## config.mk

```make
export PLATFORM = sky130hd
export DESIGN_NAME = jb_oran_lphy_stat_cnt
export DESIGN_NICKNAME = d
export VERILOG_FILES = /design/src/rtl/jb_oran_lphy_stat_cnt.sv
export SDC_FILE = /design/constraint.sdc
export NUM_CORES = 2
export LEC_CHECK = 0
export CAP_MARGIN = 20
export CORE_AREA = 10 10 475 431
export CTS_CLUSTER_DIAMETER = 100
export DETAILED_ROUTE_END_ITERATION = 6
export DIE_AREA = 0 0 485 441
export DONT_BUFFER_PORTS = 1
export SYNTH_ARGS = -nofsm -noshare
export SYNTH_HDL_FRONTEND = slang
export SYNTH_SLANG_ARGS = --single-unit
export TNS_END_PERCENT = 50
```

## constraint.sdc

```tcl
create_clock -name clk -period 4.09 [get_ports clk]
set_input_delay 0.6135 -clock clk [delete_from_list [all_inputs] [get_ports clk]]
set_output_delay 0.6135 -clock clk [all_outputs]
set_load 0.01 [all_outputs]
```

## src/rtl/jb_oran_lphy_stat_cnt.sv

```systemverilog
// O-RAN LPHY statistics stage: saturating live event counters, sticky error bits,
// a shadow bank captured on snapshot, and a registered 1-cycle-latency read port.
module jb_oran_lphy_stat_cnt #(
   parameter int NUM_CNT     = 20,
   parameter int CNT_W       = 32,
   parameter int STICKY_W    = 16,
   parameter int CLR_ON_SNAP = 1,
   localparam int ADDR_W     = $clog2(NUM_CNT + 1)
) (
   input  logic                clk,
   input  logic                rst_n,
   input  logic [NUM_CNT-1:0]  evt_i,
   input  logic [STICKY_W-1:0] sticky_i,
   input  logic                snap_req_i,
   input  logic                clr_i,
   output logic                snap_done_o,
   input  logic                rd_en_i,
   input  logic [ADDR_W-1:0]   rd_addr_i,
   output logic                rd_vld_o,
   output logic [31:0]         rd_data_o,
   output logic                sat_o
);

   logic [CNT_W-1:0]    cnt_q    [NUM_CNT];
   logic [CNT_W-1:0]    cnt_inc  [NUM_CNT];
   logic [CNT_W-1:0]    cnt_d    [NUM_CNT];
   logic [CNT_W-1:0]    shad_q   [NUM_CNT];
   logic [STICKY_W-1:0] sticky_q;
   logic [STICKY_W-1:0] sticky_acc;
   logic [STICKY_W-1:0] sticky_d;
   logic [STICKY_W-1:0] shad_sticky_q;
   logic                sat_q;
   logic                sat_d;
   logic                snap_done_q;
   logic                rd_vld_q;
   logic [31:0]         rd_data_q;
   logic [31:0]         rd_word;
   logic                live_clr;
   logic                clr_only;

   // A snapshot only clears the live bank when CLR_ON_SNAP is set; clr_i always does.
   assign live_clr = clr_i | (snap_req_i & (CLR_ON_SNAP != 0));
   assign clr_only = clr_i & ~snap_req_i;

   // Saturating increment is also the value the shadow captures, before any clear.
   always_comb begin
      for (int i = 0; i < NUM_CNT; i++) begin
         if (cnt_q[i] == {CNT_W{1'b1}}) begin
            cnt_inc[i] = cnt_q[i];
         end else begin
            cnt_inc[i] = cnt_q[i] + CNT_W'(evt_i[i]);
         end
      end
   end

   // A bare clr_i keeps same-cycle events; with a snapshot they belong to the shadow.
   always_comb begin
      for (int i = 0; i < NUM_CNT; i++) begin
         if (clr_only) begin
            cnt_d[i] = CNT_W'(evt_i[i]);
         end else if (live_clr) begin
            cnt_d[i] = '0;
         end else begin
            cnt_d[i] = cnt_inc[i];
         end
      end
   end

   always_comb begin
      sticky_acc = sticky_q | sticky_i;
      if (clr_only) begin
         sticky_d = sticky_i;
      end else if (live_clr) begin
         sticky_d = '0;
      end else begin
         sticky_d = sticky_acc;
      end
   end

   // sat_o survives snapshot clears; only clr_i (or reset) drops it.
   always_comb begin
      sat_d = clr_i ? 1'b0 : sat_q;
      for (int i = 0; i < NUM_CNT; i++) begin
         if (cnt_d[i] == {CNT_W{1'b1}}) begin
            sat_d = 1'b1;
         end
      end
   end

   always_ff @(posedge clk or negedge rst_n) begin
      if (!rst_n) begin
         for (int i = 0; i < NUM_CNT; i++) begin
            cnt_q[i] <= '0;
         end
         sticky_q <= '0;
         sat_q    <= 1'b0;
      end else begin
         for (int i = 0; i < NUM_CNT; i++) begin
            cnt_q[i] <= cnt_d[i];
         end
         sticky_q <= sticky_d;
         sat_q    <= sat_d;
      end
   end

   always_ff @(posedge clk or negedge rst_n) begin
      if (!rst_n) begin
         for (int i = 0; i < NUM_CNT; i++) begin
            shad_q[i] <= '0;
         end
         shad_sticky_q <= '0;
         snap_done_q   <= 1'b0;
      end else begin
         snap_done_q <= snap_req_i;
         if (snap_req_i) begin
            for (int i = 0; i < NUM_CNT; i++) begin
               shad_q[i] <= cnt_inc[i];
            end
            shad_sticky_q <= sticky_acc;
         end
      end
   end

   // Read mux sees the pre-snapshot shadow, so a colliding read returns the old value.
   always_comb begin
      rd_word = '0;
      for (int i = 0; i < NUM_CNT; i++) begin
         if (int'(rd_addr_i) == i) begin
            rd_word[CNT_W-1:0] = shad_q[i];
         end
      end
      if (int'(rd_addr_i) == NUM_CNT) begin
         rd_word[STICKY_W-1:0] = shad_sticky_q;
      end
   end

   always_ff @(posedge clk or negedge rst_n) begin
      if (!rst_n) begin
         rd_vld_q  <= 1'b0;
         rd_data_q <= '0;
      end else begin
         rd_vld_q <= rd_en_i;
         if (rd_en_i) begin
            rd_data_q <= rd_word;
         end
      end
   end

   assign snap_done_o = snap_done_q;
   assign rd_vld_o    = rd_vld_q;
   assign rd_data_o   = rd_data_q;
   assign sat_o       = sat_q;

endmodule
```

==> results.json <==
{
  "status": "complete, but fails checks",
  "violations": "DRC, hold timing",
  "slew_headroom_pct": 17.6,
  "drt-met1-wl_um": 111000,
  "critical_path_buf_inv_count": 0,
  "ant_nets": 0,
  "drv_slew": 0,
  "ys_ff_latch": 1347,
  "routed.top_layer": "met5",
  "cap_violations": 0,
  "mostFrequentLayoutCells": "nor2_1 (1607), dfrtp_1 (1347), a21oi_1 (776)",
  "vias_per_cell": 5.75,
  "numPortBuffers": 0,
  "synth_area_leader_cell": "dfrtp_1",
  "cp_top_family": "simple AND/OR/NAND/NOR gates",
  "max_freq_mhz": 258,
  "hold_violations": 2,
  "post-route-min-period_ns": 3.88,
  "min_period_over_period_pct": 94.8,
  "cts_buffers": 149,
  "io_pins": 81,
  "rrSetupSlack_ns": 0.21,
  "hold_start": "snap_req_i",
  "dr.pass1.iters": 7,
  "rows": 154,
  "syn_nets": 7538,
  "avgSynthCellArea_um2": 9.09,
  "cts_root_buf": "clkbuf_16",
  "die_w_um": 485,
  "slowest_delay_ns": 0.51,
  "area_growth_pct": 14.0,
  "clock-skew-final_ns": 0.0347,
  "ys_seq_area_share_pct": 49.8,
  "max_slew.worst_pin.slew_ns": 1.24,
  "tns_ns": 0,
  "slowest_stage": "nand4_1",
  "setup.worst_path.class": "reg2reg",
  "grt_use_total_pct": 22.2,
  "hold_depth": 2,
  "place_inst": 9865,
  "synth_enable_flop_cells": 0,
  "clkTransAtPathRegs_ns": 0.06,
  "synthesis.area_um2": 67700,
  "overflow": 0,
  "setup_slack_ns": 0.215,
  "final_cells": 10183,
  "cp.arrival_ns": 4.61,
  "drtIter0Drc": 7162,
  "drive_gt1_share_pct": 8.60,
  "r2r_end": "sat_o",
  "final_common_cell": "nor2_1",
  "async_flop_share_pct": 100,
  "gp_routability_congestion": 0.981,
  "num_vias": 58528,
  "power_leakage_nw": 30.8,
  "dpl.hpwl_um": 177000,
  "remaining_drc_errors": 1,
  "holdWs_ns": -0.0149,
  "grt_start_max_net_pins": 1247,
  "r2r_cells": 12,
  "start_kind": "flip-flop",
  "die_y_um": 441,
  "vdd_drop_max_mv": 0.443,
  "setup_viol_count_final": 0,
  "grt_antenna_before_repair": 9,
  "wl_per_cell_um": 24.3,
  "min_to": "shad_sticky_q[12]",
  "routed-wl-met3_um": 23300,
  "dieArea_um2": 214000,
  "met2_length_um": 105000,
  "cp_max_fo": 3,
  "rsz0062_at_grt": "false",
  "endpoint_kind": "flip-flop",
  "htree_levels": 4,
  "yosys_warnings": 0,
  "synth_top_area_share_pct": 49.8,
  "synth_cells": 7452,
  "core_area_um2": 195000,
  "synth_flop_cell": "dfrtp_1",
  "crit_chain": "ha_1 > ha_1 > nand2_1 > or3_1 > a2111oi_2 > xnor2_1 > or4_1 > nor4_1 > nand4_1 > o31ai_1 > nor4_1 > nand4_1",
  "synthTopCellsByArea": "dfrtp_1 (50%), nor2_1 (8.9%), a21oi_1 (5.7%)",
  "min_path_type": "in2reg",
  "grt_pass1_wl_um": 365000,
  "dp_slack_ns": -0.0366,
  "cts_tree": "yes",
  "grt_pass1_vias": 54468,
  "clock_path_buffers": 3,
  "p_per_area_nw_per_um2": 399,
  "start_util_pct": 34.8,
  "cp.required_ns": 4.83,
  "r2r-start": "cnt_q[256]",
  "n_fill_cell": 19379,
  "cts_sinks": 1347,
  "fin_nets": 7580,
  "wl_um": 247000,
  "clock_latency_ns": 0.82,
  "synth_cell_type_count": 105
}
[timing repair]
item,CTS,global route
setup endpoints to repair,0,11
gates resized for setup,0,3
buffers inserted,0,2
hold buffers,40,4
hold endpoints to repair,355,202
[cell families (layout without fill, tap and decap cells)]
group / count (synthesis) / count (layout) / synth area share [%]
and+or+nand+nor: 3445 / 3445 / 24.3
AOI/OAI and AO/OA: 1472 / 1472 / 13.0
DFF: 1347 / 1347 / 49.8
xor gates and xnor gates: 536 / 536 / 6.93
buffers and inverters: 509 / 663 / 2.98
muxes: 103 / 103 / 2.20
adders and majority gates: 40 / 40 / 0.739
other: 0 / 3 / 0
[registers in the layout (all words and copies together) (netlist names)]
register,flops
rd_vld_o,1
cnt_q,640
sat_o,1
snap_done_o,1
rd_data_o,32
sticky_q,16
shad_q,640
shad_sticky_q,16
[power by group]
group | switching (mW) | internal [mW] | total [mW]
clock network | 5.95 | 8.26 | 14.2
registers | 0.609 | 13.8 | 14.4
logic | 1.45 | 0.662 | 2.11
[cell type report]
cell class	instances	area (um^2)	area share (%)
clock inverters	63	813	1.05
flip-flops and latches	1347	33700	43.7
repair buffers	314	2840	3.67
well taps	2574	3220	4.17
clock buffers	200	4270	5.54
inverters	86	323	0.418
multi-input cells	5596	32000	41.5
diodes	3	7.51	0.00972
[routing by layer]
layer | vias to the layer above | track usage, %
met5 | - | 0
met4 | 10 | 6.89
met3 | 361 | 5.49
met2 | 2433 | 32.3
met1 | 29228 | 32.5
li1 | 26496 | -
[synth_stat cells, types with 20 or more instances]
cell type     n
a211oi_1     29
a21oi_1     776
a221o_1      20
a221oi_1     35
a22oi_1      48
a31oi_1      51
and2_1       79
and3_1      119
and4_1       77
buf_1        20
buf_2        38
clkbuf_1    351
dfrtp_1    1347
ha_1         40
inv_1        83
mux2_2       29
mux2i_1      40
mux4_2       34
nand2_1     455
nand2b_1     25
nand3_1     305
nand4_1     244
nand4b_1     24
nor2_1     1612
nor2b_1      48
nor3_1      168
nor4_1       97
nor4b_1      23
o211ai_1     21
o21ai_0     213
o221ai_1     26
o22ai_1      56
o31ai_1      30
or3_1        38
or4_1        39
xnor2_1     251
xor2_1      285
[worst max-delay path by stage]
| stage | startpoint | to | slack, ns | cells past startpoint |
|---|---|---|---|---|
| 3_5_place_dp | rd_addr_i[0] | rd_data_o[18] | -0.04 | 10 |
| 6_report | cnt_q[256] | sat_o | 0.21 | 12 |
| 2_1_floorplan | evt_i[16] | sat_o | 0.79 | 12 |
| 5_1_grt | cnt_q[343] | sat_o | 0.01 | 11 |
| 3_3_place_gp | rd_addr_i[0] | rd_data_o[23] | -0.04 | 10 |
| 4_1_cts | cnt_q[392] | sat_o | 0.22 | 11 |
[metrics by stage]
stage | util [%] | instance area, um^2 | power (mW)
3_5_place_dp | 36.7 | 71400 | 16.4
6_report | 39.7 | 77200 | 30.8
5_1_grt | 39.7 | 77200 | 31.8
2_1_floorplan | - | 67700 | 15.5
4_1_cts | 39.5 | 76900 | 30.7
3_3_place_gp | 36.7 | 71400 | 16.4
Power figures use the tool's default switching activity.
